File: config.mk
export PLATFORM = sky130hd
export DESIGN_NAME = proc_control_unit
export DESIGN_NICKNAME = d
export VERILOG_FILES = /design/src/rtl/proc_control_unit.sv
export SDC_FILE = /design/constraint.sdc
export NUM_CORES = 1
export LEC_CHECK = 0
export BUFFER_PORTS_ARGS = -buffer_cell sky130_fd_sc_hd__buf_2
export CAP_MARGIN = 10
export CORE_AREA = 5 5 64 66
export DETAILED_ROUTE_END_ITERATION = 10
export DIE_AREA = 0 0 69 71
export PLACE_DENSITY = 0.6
export SETUP_SLACK_MARGIN = 0.05
export SYNTH_ARGS = -nofsm -noshare
export SYNTH_HDL_FRONTEND = slang
export SYNTH_SLANG_ARGS = --single-unit
File: constraint.sdc
create_clock -name Clock -period 2.75 [get_ports Clock]
set_clock_uncertainty 0.1 [all_clocks]
set_input_delay 0.4125 -clock Clock [delete_from_list [all_inputs] [get_ports Clock]]
set_output_delay 0.4125 -clock Clock [all_outputs]
set_load 0.05 [all_outputs]
File: src/rtl/proc_control_unit.sv
// -----------------------------------------------------------------------------
// proc_control_unit
//
// Control FSM for the 16-bit multi-cycle processor datapath (R0-R7, A, G and a
// shared Bus). On Run in T0 it latches the instruction word from DIN into IR,
// then steps through T1..T3, driving register write enables, the Bus mux
// select and the ALU function. Done marks the final step of each instruction.
//
// Ports:
//   Clock   in   1   rising-edge clock (manual clock in the processor)
//   Reset   in   1   asynchronous, active-high reset
//   Run     in   1   start request, only looked at in T0
//   DIN     in   DW  instruction word, or immediate data for mvi during T1
//   GNZ     in   1   G register is nonzero (used by mvnz)
//   IR      out  DW  instruction register contents
//   Rin     out  8   one-hot write enable for R0-R7
//   Ain     out  1   load enable for A
//   Gin     out  1   load enable for G
//   AluOp   out  2   ALU function: 00 add, 01 sub, 10 and
//   BusSel  out  4   Bus select: 0-7 = R0-R7, 8 = G, 9 = DIN
//   Done    out  1   instruction completes this cycle
//
// Outputs are decoded combinationally from the current step, IR and GNZ so
// the datapath sees its enables in the same cycle the step is active.
// -----------------------------------------------------------------------------
module proc_control_unit #(
   parameter int DW = 16
) (
   input  logic          Clock,
   input  logic          Reset,
   input  logic          Run,
   input  logic [DW-1:0] DIN,
   input  logic          GNZ,
   output logic [DW-1:0] IR,
   output logic [7:0]    Rin,
   output logic          Ain,
   output logic          Gin,
   output logic [1:0]    AluOp,
   output logic [3:0]    BusSel,
   output logic          Done
);

   // Time steps of the multi-cycle sequence
   typedef enum logic [1:0] {
      T0 = 2'd0,
      T1 = 2'd1,
      T2 = 2'd2,
      T3 = 2'd3
   } state_t;

   // Opcodes held in IR[DW-1:DW-3]
   localparam logic [2:0] OP_MV   = 3'b000;
   localparam logic [2:0] OP_MVI  = 3'b001;
   localparam logic [2:0] OP_ADD  = 3'b010;
   localparam logic [2:0] OP_SUB  = 3'b011;
   localparam logic [2:0] OP_AND  = 3'b100;
   localparam logic [2:0] OP_MVNZ = 3'b101;

   // Bus select codes outside the register range
   localparam logic [3:0] SEL_G   = 4'd8;
   localparam logic [3:0] SEL_DIN = 4'd9;

   // ALU function codes
   localparam logic [1:0] ALU_ADD = 2'b00;
   localparam logic [1:0] ALU_SUB = 2'b01;
   localparam logic [1:0] ALU_AND = 2'b10;

   state_t          state_r;
   logic [DW-1:0]   ir_r;

   logic [2:0]      op_s;
   logic [2:0]      rx_s;
   logic [2:0]      ry_s;
   logic            is_alu_s;

   logic [7:0]      rin_s;
   logic            ain_s;
   logic            gin_s;
   logic [1:0]      alu_op_s;
   logic [3:0]      bus_sel_s;
   logic            done_s;

   // One-hot decode of a 3-bit register index into an 8-bit enable vector
   function automatic logic [7:0] reg_onehot(input logic [2:0] idx);
      logic [7:0] oh;
      oh = 8'b0000_0001 << idx;
      return oh;
   endfunction

   // Bus select code for a register index (0-7 map straight through)
   function automatic logic [3:0] reg_sel(input logic [2:0] idx);
      return {1'b0, idx};
   endfunction

   // Instruction field extraction; the low bits of IR are don't-care
   assign op_s     = ir_r[DW-1:DW-3];
   assign rx_s     = ir_r[DW-4:DW-6];
   assign ry_s     = ir_r[DW-7:DW-9];
   assign is_alu_s = (op_s == OP_ADD) || (op_s == OP_SUB) || (op_s == OP_AND);

   // Step sequencing and instruction capture
   always_ff @(posedge Clock or posedge Reset) begin
      if (Reset) begin
         state_r <= T0;
         ir_r    <= '0;
      end else begin
         case (state_r)
            T0: begin
               // Run is only honoured here; otherwise IR holds its value
               if (Run) begin
                  ir_r    <= DIN;
                  state_r <= T1;
               end else begin
                  state_r <= T0;
               end
            end
            T1: begin
               if (is_alu_s) begin
                  state_r <= T2;
               end else begin
                  state_r <= T0;
               end
            end
            T2: begin
               // T2 is only reachable by ALU ops; anything else bails out
               if (is_alu_s) begin
                  state_r <= T3;
               end else begin
                  state_r <= T0;
               end
            end
            T3: begin
               state_r <= T0;
            end
            default: begin
               state_r <= T0;
            end
         endcase
      end
   end

   // Per-step control decode; every step starts from the idle defaults
   always_comb begin
      rin_s     = 8'b0000_0000;
      ain_s     = 1'b0;
      gin_s     = 1'b0;
      alu_op_s  = ALU_ADD;
      bus_sel_s = SEL_DIN;
      done_s    = 1'b0;

      case (state_r)
         T0: begin
            // Fetch step: nothing is enabled on the datapath
            done_s = 1'b0;
         end
         T1: begin
            case (op_s)
               OP_MV: begin
                  bus_sel_s = reg_sel(ry_s);
                  rin_s     = reg_onehot(rx_s);
                  done_s    = 1'b1;
               end
               OP_MVI: begin
                  // Immediate is taken from DIN in this very cycle
                  bus_sel_s = SEL_DIN;
                  rin_s     = reg_onehot(rx_s);
                  done_s    = 1'b1;
               end
               OP_MVNZ: begin
                  bus_sel_s = reg_sel(ry_s);
                  if (GNZ) begin
                     rin_s = reg_onehot(rx_s);
                  end else begin
                     rin_s = 8'b0000_0000;
                  end
                  done_s    = 1'b1;
               end
               OP_ADD, OP_SUB, OP_AND: begin
                  bus_sel_s = reg_sel(rx_s);
                  ain_s     = 1'b1;
               end
               default: begin
                  // Reserved opcodes retire as a NOP
                  done_s = 1'b1;
               end
            endcase
         end
         T2: begin
            if (is_alu_s) begin
               bus_sel_s = reg_sel(ry_s);
               gin_s     = 1'b1;
               case (op_s)
                  OP_SUB:  alu_op_s = ALU_SUB;
                  OP_AND:  alu_op_s = ALU_AND;
                  default: alu_op_s = ALU_ADD;
               endcase
            end else begin
               bus_sel_s = SEL_DIN;
            end
         end
         T3: begin
            if (is_alu_s) begin
               bus_sel_s = SEL_G;
               rin_s     = reg_onehot(rx_s);
               done_s    = 1'b1;
            end else begin
               bus_sel_s = SEL_DIN;
            end
         end
         default: begin
            done_s = 1'b0;
         end
      endcase
   end

   assign IR     = ir_r;
   assign Rin    = rin_s;
   assign Ain    = ain_s;
   assign Gin    = gin_s;
   assign AluOp  = alu_op_s;
   assign BusSel = bus_sel_s;
   assign Done   = done_s;

endmodule

==> impl_metrics.env <==
export IMPL_worst_setup_path_type="reg2out"
export IMPL_synth_cells=108
export IMPL_post_cts_resized=0
export IMPL_ys_flop_type="dfrtp_1"
export IMPL_area_growth_pct=25.48
export IMPL_antenna_found_initial=0
export IMPL_dieArea_um2=4899
export IMPL_path_delay_family="flip-flops"
export IMPL_rsz0062_at_grt="no"
export IMPL_grt_pass1_wl_um=4857
export IMPL_antenna_left=0
export IMPL_status="finished, final reports clean"
export IMPL_ys_seq_area_frac=0.4022
export IMPL_fill_cells=386
export IMPL_cts_root_buffer="clkbuf_4"
export IMPL_crit_path_end_kind="output pin"
export IMPL_clkTransAtPathRegs_ns=0.09
export IMPL_diodes=0
export IMPL_yosysTopAreaCellShare=0.4022
export IMPL_hp_class="in2async"
export IMPL_ys_types=38
export IMPL_slowest_delay_ns=0.65
export IMPL_synth_warnings=0
export IMPL_num_vias=1016
export IMPL_path_max_fanout=17
export IMPL_clk_insertion_delay_late_ns=0.28
export IMPL_cts_sinks=18
export IMPL_post_route_period_util=0.9052
export IMPL_route_detailed_drc=0
export IMPL_fmax_ghz=0.4017
export IMPL_clockBufferDepth=2
export IMPL_hold_buffers=0
export IMPL_synth_top_area_cell="dfrtp_1"
export IMPL_cts_setup_buffers=0
export IMPL_start_kind="flop"
export IMPL_firstDrtPassIters=6
export IMPL_gp_congestion=0.8528
export IMPL_period_needed_ns=2.489
export IMPL_rows=22
export IMPL_core_um2=3523
export IMPL_ys_async_sr_fraction=1.000
export IMPL_synth_fp_nets=128
export IMPL_crit_slowest_cell="dfrtp_1"
export IMPL_port_buffers=52
export IMPL_grt_ovfl_total=0
export IMPL_io_pins=53
export IMPL_final_cell_mix="buf_2 (52), dfrtp_1 (18), mux2_2 (13)"
export IMPL_final_util=0.3988
export IMPL_timing_critical_path_buf_inv=1
export IMPL_htree_num_levels=1
export IMPL_die_h_um=71
export IMPL_crit_chain="and2b_1 > a221oi_1 > o32a_1 > buf_2"
export IMPL_vias_per_cell=5.030
export IMPL_fin_ws_ns=0.2606
export IMPL_start_util=0.3178
export IMPL_cp_required_ns=2.24
export IMPL_crit_arrival_ns=1.98
export IMPL_synth_edf_count=0
export IMPL_pre_cts_slack_ns=0.5969
export IMPL_routed_wl_um=2806
export IMPL_drtIter0Drc=90
export IMPL_synth_seq_cells=18
export IMPL_synthTopCellsByArea="dfrtp_1 (40%), mux2_2 (13%), o21ai_0 (2.7%)"
export IMPL_track_usage=0.1164
export IMPL_dpl_hpwl_um=2196
export IMPL_finalSetupViolations=0
export IMPL_maxSlewHeadroom=0.5510
export IMPL_hold_viol=0
export IMPL_avgSynthCellArea_um2=10.37
export IMPL_drv_cap=0
export IMPL_final_max_slew_viol_count=0
export IMPL_cts_tree="done"
export IMPL_grt_max_degree=21
export IMPL_nets=176
export IMPL_drive_gt1_frac=0.5000
export IMPL_final_common_cell="buf_2"
export IMPL_post_drt_wl_per_cell_um=13.89
export IMPL_tightest_slew_ns=0.6728
export IMPL_die_w_um=69
export IMPL_grt_pass1_vias=1043
export IMPL_cts_inserted_buffers=3
export IMPL_syn_area_um2=1120
state kept, by name, indices dropped and copies added (netlist names):
signal and cells:
IR 16, state_r 2
worst reg2reg max path: cells and delay by family, from the launching register on:
kind,cells,cell delay [ns]
AND/OR/NAND/NOR,1,0.25
buffers and inverters,1,0.26
multiplexers,1,0.36
flip-flops,1,0.57
cell usage after synthesis, types with 2 or more instances:
cell type / number
mux2_2: 13
buf_2: 4
a21oi_1: 5
nor3_1: 4
nor2_1: 4
nand2b_1: 4
buf_4: 2
o21ai_0: 6
buf_6: 2
nor3b_2: 2
dfrtp_1: 18
nor2b_1: 2
nand2_1: 4
nor4_1: 3
xnor2_1: 2
o211ai_1: 4
clkbuf_1: 2
inv_1: 4
nand3_1: 3
nand4_1: 2
path summary, 6_finish.rpt:
path,endpoint,slack (ns),depth (start not counted),start
worst min register to register,IR[3],0.41,1,IR[3]
worst max register to register,IR[1],1.11,3,state_r[1]
min in group Clock,IR[10],0.24,3,DIN[10]
max in group asynchronous,IR[6],2.01,2,Reset
worst min-delay path,IR[7],0.12,2,Reset
worst max-delay path,BusSel[0],0.26,4,state_r[1]
stage by stage:
step | instances | cell area [um2] | setup TNS, ns | hold slack (ns)
after floorplan | 108 | 1120 | -1.487 | 0.2511
after global routing | 202 | 1405 | 0 | 0.1659
after global placement | 199 | 1383 | 0 | 0.3880
final | 202 | 1405 | 0 | 0.1170
after CTS | 202 | 1405 | 0 | 0.1312
after detailed placement | 199 | 1383 | 0 | 0.3924
kinds of logic (layout without fill, tap and decap cells):
| logic type | after synthesis | after routing | synth area share |
|---|---|---|---|
| xor gates and xnor gates | 2 | 2 | 0.01565 |
| AOI/OAI and AO/OA | 23 | 23 | 0.1430 |
| buffers and inverters | 14 | 60 | 0.07150 |
| muxes | 13 | 13 | 0.1307 |
| and+or+nand+nor | 38 | 38 | 0.2369 |
| DFF | 18 | 18 | 0.4022 |
final cells by class:
type	instances	area, um2	area share
multi-input cells	76	589.3	0.4194
flip-flops and latches	18	450.4	0.3206
clock buffers	3	22.52	0.01603
well taps	48	60.06	0.04274
repair buffers	53	267.8	0.1906
inverters	4	15.01	0.01069
layer usage:
metal,GRT usage,routed length [um]
met5,0,0
met4,0.03471,17
met3,0.03267,180
met2,0.2066,1391
met1,0.1364,1217
Power is left out: the tool's default activity adds up to more than one toggle a clock period on the data nets, which glitch-free logic cannot reach.
